## src/rtl/div_nr_sched.sv

```systemverilog
// Two-requester round-robin scheduler around one shared non-restoring divider.
// Optional overflow shortcut: define DIV_NR_SCHED_OVF_CHK_EN to send operands
// with a[A_W-1:B_W] >= b straight to DONE with an error response.
module div_nr_sched #(
  parameter int unsigned A_W     = 8,
  parameter int unsigned B_W     = 4,
  parameter int unsigned RR_INIT = 0
) (
  input  logic           clk,
  input  logic           rst_n,
  input  logic           req0_valid,
  output logic           req0_ready,
  input  logic [A_W-1:0] req0_a,
  input  logic [B_W-1:0] req0_b,
  input  logic           req1_valid,
  output logic           req1_ready,
  input  logic [A_W-1:0] req1_a,
  input  logic [B_W-1:0] req1_b,
  output logic           rsp_valid,
  input  logic           rsp_ready,
  output logic           rsp_id,
  output logic [A_W-1:0] rsp_rslt,
  output logic           rsp_err,
  output logic           busy
);

  localparam int unsigned CNT_W = $clog2(B_W + 1);

  localparam logic [1:0] S_IDLE = 2'd0;
  localparam logic [1:0] S_ITER = 2'd1;
  localparam logic [1:0] S_FIX  = 2'd2;
  localparam logic [1:0] S_DONE = 2'd3;

  logic [1:0]       state_q, state_d;
  logic             rr_q, rr_d;
  logic             id_q, id_d;
  logic [B_W-1:0]   b_q, b_d;
  logic [B_W:0]     p_q, p_d;
  logic [B_W-1:0]   q_q, q_d;
  logic [CNT_W-1:0] cnt_q, cnt_d;
  logic [A_W-1:0]   rslt_q, rslt_d;
  logic             err_q, err_d;

  logic             idle;
  logic             gnt0, gnt1;
  logic [A_W-1:0]   sel_a;
  logic [B_W-1:0]   sel_b;
  logic             div0, ovf;
  logic [B_W:0]     b_ext, p_sh, p_new, p_fix;
  logic [B_W-1:0]   q_new;

  // Grant: sole valid requester, or the rr-preferred one when both are valid
  always_comb begin
    idle  = (state_q == S_IDLE);
    gnt0  = rst_n & idle & req0_valid & (~req1_valid | ~rr_q);
    gnt1  = rst_n & idle & req1_valid & (~req0_valid | rr_q);
    sel_a = gnt1 ? req1_a : req0_a;
    sel_b = gnt1 ? req1_b : req0_b;
    div0  = (sel_b == '0);
`ifdef DIV_NR_SCHED_OVF_CHK_EN
    ovf   = ~div0 & (B_W'(sel_a[A_W-1:B_W]) >= sel_b);
`else
    ovf   = 1'b0;
`endif
  end

  // One non-restoring step and the final remainder correction
  always_comb begin
    b_ext = {1'b0, b_q};
    p_sh  = {p_q[B_W-1:0], q_q[B_W-1]};
    p_new = p_q[B_W] ? (p_sh + b_ext) : (p_sh - b_ext);
    q_new = {q_q[B_W-2:0], ~p_new[B_W]};
    p_fix = p_q[B_W] ? (p_q + b_ext) : p_q;
  end

  // Next-state and datapath update
  always_comb begin
    state_d = state_q;
    rr_d    = rr_q;
    id_d    = id_q;
    b_d     = b_q;
    p_d     = p_q;
    q_d     = q_q;
    cnt_d   = cnt_q;
    rslt_d  = rslt_q;
    err_d   = err_q;
    case (state_q)
      S_IDLE: begin
        if (gnt0 | gnt1) begin
          id_d  = gnt1;
          rr_d  = gnt0;
          b_d   = sel_b;
          p_d   = {1'b0, B_W'(sel_a[A_W-1:B_W])};
          q_d   = sel_a[B_W-1:0];
          cnt_d = CNT_W'(B_W);
          if (div0 | ovf) begin
            rslt_d  = '1;
            err_d   = 1'b1;
            state_d = S_DONE;
          end else begin
            state_d = S_ITER;
          end
        end
      end
      S_ITER: begin
        p_d   = p_new;
        q_d   = q_new;
        cnt_d = cnt_q - CNT_W'(1);
        if (cnt_q == CNT_W'(1)) state_d = S_FIX;
      end
      S_FIX: begin
        rslt_d  = A_W'({p_fix[B_W-1:0], q_q});
        err_d   = 1'b0;
        state_d = S_DONE;
      end
      S_DONE: begin
        if (rsp_ready) state_d = S_IDLE;
      end
      default: state_d = S_IDLE;
    endcase
  end

  // State and datapath registers, synchronous reset
  always_ff @(posedge clk) begin
    if (!rst_n) begin
      state_q <= S_IDLE;
      rr_q    <= 1'(RR_INIT);
      id_q    <= 1'b0;
      b_q     <= '0;
      p_q     <= '0;
      q_q     <= '0;
      cnt_q   <= '0;
      rslt_q  <= '0;
      err_q   <= 1'b0;
    end else begin
      state_q <= state_d;
      rr_q    <= rr_d;
      id_q    <= id_d;
      b_q     <= b_d;
      p_q     <= p_d;
      q_q     <= q_d;
      cnt_q   <= cnt_d;
      rslt_q  <= rslt_d;
      err_q   <= err_d;
    end
  end

  assign req0_ready = gnt0;
  assign req1_ready = gnt1;
  assign rsp_valid  = (state_q == S_DONE);
  assign busy       = (state_q != S_IDLE);
  assign rsp_id     = id_q;
  assign rsp_rslt   = rslt_q;
  assign rsp_err    = err_q;

endmodule
```

## config.mk

```make
export PLATFORM = sky130hd
export DESIGN_NAME = div_nr_sched
export DESIGN_NICKNAME = d
export VERILOG_FILES = /design/src/rtl/div_nr_sched.sv
export SDC_FILE = /design/constraint.sdc
export NUM_CORES = 1
export LEC_CHECK = 0
export CAP_MARGIN = 0
export CORE_ASPECT_RATIO = 0.6
export CORE_UTILIZATION = 40
export CTS_BUF_LIST = sky130_fd_sc_hd__clkbuf_2 sky130_fd_sc_hd__clkbuf_4 sky130_fd_sc_hd__clkbuf_8
export DETAILED_ROUTE_END_ITERATION = 8
export MAX_ROUTING_LAYER = met4
export PLACE_DENSITY = 0.66
export SLEW_MARGIN = 20
export SYNTH_ARGS = -nofsm -noshare
export SYNTH_HDL_FRONTEND = slang
export SYNTH_SLANG_ARGS = --single-unit
```

## constraint.sdc

```tcl
create_clock -name clk -period 3.25 [get_ports clk]
set_input_delay 0.65 -clock clk [delete_from_list [all_inputs] [get_ports clk]]
set_output_delay 0.65 -clock clk [all_outputs]
set_load 0.005 [all_outputs]
```

## Word-level counts from Yosys, hierarchy flattened

Cells that the tools add are included.

| storage, ports and cells | value |
|---|---|
| bits in registers | 29 |
| input bits | 29 |
| logic and storage cells | 63 |

| operators by class | value |
|---|---|
| $add $sub $neg | 4 |
| eq/ne operators | 8 |
| muxes and demuxes | 21 |
| bitwise gates (word level) | 12 |
| reduce and logical (&&, ||, !) cells | 9 |

Operator list:

| operator | count |
|---|---|
| $mux 8 | 3 |
| $pmux 8 s2 | 1 |
| $mux 4 | 3 |
| $mux 5 | 2 |
| $pmux 5 s2 | 1 |
| $mux 2 | 4 |
| $pmux 2 s4 | 1 |
| $pmux 4 s2 | 1 |
| $ne 2x1->1 const B | 3 |
| $pmux 3 s2 | 1 |
| $reduce_and 3->1 | 2 |
| $reduce_bool 2->1 | 3 |
| $add 5x4->5 | 1 |
| $and 1x1->1 | 5 |
| $sub 5x4->5 | 1 |
| $add 4x4->4 | 1 |
| $eq 2x2->1 const B | 2 |
| $logic_not 4->1 | 1 |
| $not 1->1 | 4 |
| $reduce_and 2->1 | 2 |
| $eq 3x1->1 const B | 1 |
| $mux 3 | 1 |
| $or 1x1->1 | 3 |
| $sub 3x1->3 const B | 1 |
| 5 further kinds | 6 |

## Depth between registers and ports, before layout

| depth | value |
|---|---|
| word-level depth | 9 |
| depth in mapped cells | 9 |
| mapped depth without buffers | 9 |

## Worst setup path after synthesis

No wires, ideal clock.

| path | value |
|---|---|
| path kind | reg2reg |
| start | reg p_q[4] |
| end | reg p_q[4] |
| data arrival time | 2.266 ns |
| slack | 0.892 ns |
| stages on the path, launching flop included | 8 |
| path buffers | 1 |
| period minus slack after synthesis | 2.358 ns |
| cell sequence | dfxtp_1 -> clkbuf_1 -> mux2_2 -> fa_1 -> a21o_1 -> a21oi_1 -> xor3_1 -> o32ai_1 |

| on the way | value |
|---|---|
| word-level cells in the longest chain between the ends | 2 |

Ends and longest elaborated chain:

| element | RTL line | RTL |
|---|---|---|
| from (decl) | 38 | `logic [B_W:0] p_q, p_d;` |
| from (signal assigned) | 140 | `p_q <= p_d;` |
| $mux 5 | 71 | `p_new = p_q[B_W] ? (p_sh + b_ext) : (p_sh - b_ext);` |
| $pmux 5 s2 | 87 | `case (state_q)` |

Every way passes these cells.
A chain may end at the register's enable or synchronous reset.

## Worst setup path in the final report

| path | value |
|---|---|
| start | in rst_n |
| end | out req1_ready |

| on the way | value |
|---|---|
| word-level cells in the longest chain between the ends | 3 |

Ends and longest elaborated chain:

| element | RTL line | RTL |
|---|---|---|
| from (decl) | 10 | `input logic rst_n,` |
| $and 1x1->1 (3 in series) | 56 | `gnt1 = rst_n & idle & req1_valid & (~req0_valid \| rr_q);` |
| to (decl) | 16 | `output logic req1_ready,` |

Every way passes these cells.

==> impl_results.md <==
* Arrival time reported for the critical path endpoint at 2180 ps
* Main flop type after synthesis: dfxtp_1
* Syn Area/Cell at 8.73 um^2
* Total global routing track utilization at 21.8%
* Share of flip-flops with an asynchronous set or reset at 0%
* Clock tree root buffer cell: clkbuf_8
* Cell area after synthesis at 1930 um^2
* Half-perimeter wire length after placement at 3920 um
* Drt via density at 5.64
* Crit-path most repeated cell: clkdlybuf4s50_1
* Finish-stage setup viols at 0
* Critical Path, Cell by Cell: clkdlybuf4s50_1 > and3_4 > nand2_1 > inv_1 > clkdlybuf4s50_1
* Setup repair after global routing missed its margin: no
* IO Pins at 43
* Clock network latency to the later pin of the worst-skew pair at 290 ps
* Layout overhead on the synthesized area at 30.3%
* Number of design rule violations left after detail routing at 0
* Antenna-violating nets left at 0
* Final Critical Period at 2830 ps
* Routability congestion estimate at 0.844
* Clock sinks at 29
* Type of the worst setup path: in2out
* Buffer count from post-CTS setup fixing at 0
* # nets final at 312
* Via total after detailed routing at 1857
* Final Hold Fails at 0
* Family with the most delay on the worst path: buffers and inverters
* Global-route wire length before repair at 8340 um
* Leakage at 1.04 nW
* DIE AREA at 5110 um^2
* Share of layout cells above drive strength 1 at 12.4%
* Number of resized instances in the post-cts repair step at 0
* Status: finished clean
* Antenna violations before repair at 0
* CTS buffer count at 5
* Fill cells at 459
* Pins Over Slew Limit at 0
* Maximum number of pins on one net before global-route repair at 27
* Clock Path Buffers at 2
* Worst Path Max Fanout at 11
* Number of H-tree branching levels at 2
* Violation count after the first detailed-routing iteration at 119
* Design Power at 1.79 mW
* Drt wl/cell at 15.5 um
* Sum of negative setup slack at 0 ps
* CP required at 2600 ps
* Max-slew headroom at the worst pin at 61.4%
* Sequential element share of the synthesized area at 30.1%
* Hold WC Path Type: reg2reg
* TritonCTS clock tree: done
* Vias in the first global route at 1654
* EDFF count, synth at 0
* Type of destination of the critical path: output port
* Buffers on Ports at 42
* Detailed-routing iteration count for the pre-antenna-repair pass at 5
* Maximum clock rate at 354 MHz
* Element type at the critical path start: input pin
* Site Rows at 19
* Peak ir drop on the vdd network at 0.316 mV
* Worst Tran Pin Value at 573 ps
* Largest stage delay on the critical path at 520 ps
* Starting density of the core at 41.8%
* Yosys cell types at 48
* Post-Syn Instances at 221
* Die Width at 91.7 um
* Combinational share of power at 51.5%
* Switching part of the total at 41.7%
* Overflow left after global routing at 0
* Mapped Nets at 268
* Fraction of power consumed by the clock network at 16.8%
* Max-capacitance violation count at 0
* Portion of total power attributed to sequential cells at 31.6%
* Internal Power at 1.04 mW
* Worst clock skew on the final layout at 5.86 ps
* Post-synthesis sequential element count at 29
* Standard cell with the maximum stage delay on the critical path: clkdlybuf4s50_1
* N_diodes at 0
* Clock edge transition at the registers on the reported setup and hold paths at 70 ps
* Count of buffer and inverter cells on the critical path at 3
* Final Routed Wirelength at 5100 um
* Final Cycle Share at 86.9%
* Total power per unit cell area at 711 nW/um^2
* Switching pwr at 0.745 mW
* Die Span Y at 55.8 um
* Hold-fix buffers, CTS at 0
* Standard cell core area at 4610 um^2
* Yosys synthesis warning count at 0
-- cell families after synthesis --
logic type                 Yosys count  share of synthesized area (%)
buffers and inverters               27                           5.90
adders and majority gates           18                           12.5
AOI/OAI and AO/OA                   64                           27.4
DFF                                 29                           30.1
xor gates and xnor gates             5                           3.05
muxes                                2                           1.17
and+or+nand+nor                     76                           20.0
-- Yosys cell counts, types with 4 or more instances --
cell / instances / area (um^2)
a211oi_1: 9 / 67.6
nand3_1: 16 / 80.1
dfxtp_1: 29 / 581
o31ai_1: 6 / 45.0
xor2_1: 4 / 35.0
and3_1: 7 / 43.8
inv_1: 14 / 52.6
o21ai_0: 5 / 25.0
nor2_1: 20 / 75.1
a21oi_1: 10 / 50.1
buf_2: 4 / 20.0
nor3_1: 4 / 20.0
nand2_1: 16 / 60.1
clkbuf_1: 8 / 30.0
ha_1: 16 / 200
a311oi_1: 5 / 43.8
o221a_2: 7 / 78.8
-- stage by stage --
step	instance area [um^2]	hold slack [ps]	setup slack [ps]	utilization [%]	std cells
after floorplan	1930	449	892	-	221
after global placement	2430	459	454	52.6	321
after detailed placement	2430	459	439	52.6	321
after CTS	2510	468	432	54.5	329
final	2510	468	425	54.5	329
after global routing	2510	492	351	54.5	329
-- registers in the layout, indices dropped and copies added, names as in the netlist --
name	cells
b_q	4
cnt_q	3
p_q	5
q_q	4
rr_q	1
rsp_err	1
rsp_id	1
rsp_rslt	8
state_q	2
-- final timing paths --
check,from,endpoint,slack [ps],depth (start not counted)
setup / recovery,rst_n,req1_ready,420,5
hold / removal,rsp_id,rsp_id,470,2
setup reg to reg,b_q[1],p_q[4],670,8
hold reg to reg,rsp_id,rsp_id,470,2
-- routing by layer --
metal | wire [um] | vias to the layer above | track usage (%)
met3 | 453 | 7 | 5.19
met4 | 51 | 0 | 6.58
met1 | 2700 | 855 | 33.8
met5 | 0 | - | -
met2 | 1890 | 85 | 26.6
li1 | - | 910 | -
-- worst register-to-register path: cells and delay by family (launching register included) --
kind | cells | cell delay (ps)
AOI/OAI and AO/OA | 3 | 680
buffers and inverters | 1 | 120
adders and majority gates | 2 | 710
muxes | 1 | 290
xor gates and xnor gates | 1 | 280
DFF | 1 | 420
-- final cells by class --
class	count	area [um^2]	share of cell area, %
Sequential cell	29	581	23.1
Clock inverter	2	10.0	0.398
Timing Repair Buffer	50	480	19.1
Clock buffer	6	76.3	3.04
Multi-Input combinational cell	165	1230	49.1
Tap cell	63	78.8	3.14
Inverter	14	52.6	2.09
-- power groups by stage --
stage	Combinational (mW)	Sequential, mW	Clock, mW
global route	1.03	0.582	0.327
detailed placement	0.918	0.570	0
global placement	0.902	0.567	0
finish	0.921	0.565	0.301
CTS	0.923	0.563	0.306
floorplan	0.655	0.536	0
-- cell usage in the layout (no fill, tap or decap), types with 3 or more instances in the layout --
master	count
a211oi_1	9
a21o_1	3
a21oi_1	10
a311oi_1	5
and3_1	7
buf_4	8
clkbuf_8	5
clkdlybuf4s50_1	42
dfxtp_1	29
ha_1	16
inv_1	14
nand2_1	16
nand3_1	16
nor2_1	20
nor3_1	4
o21ai_0	5
o221a_2	7
o31ai_1	6
o32ai_1	3
xor2_1	4
Note: power is estimated with default switching activity, not from simulation.
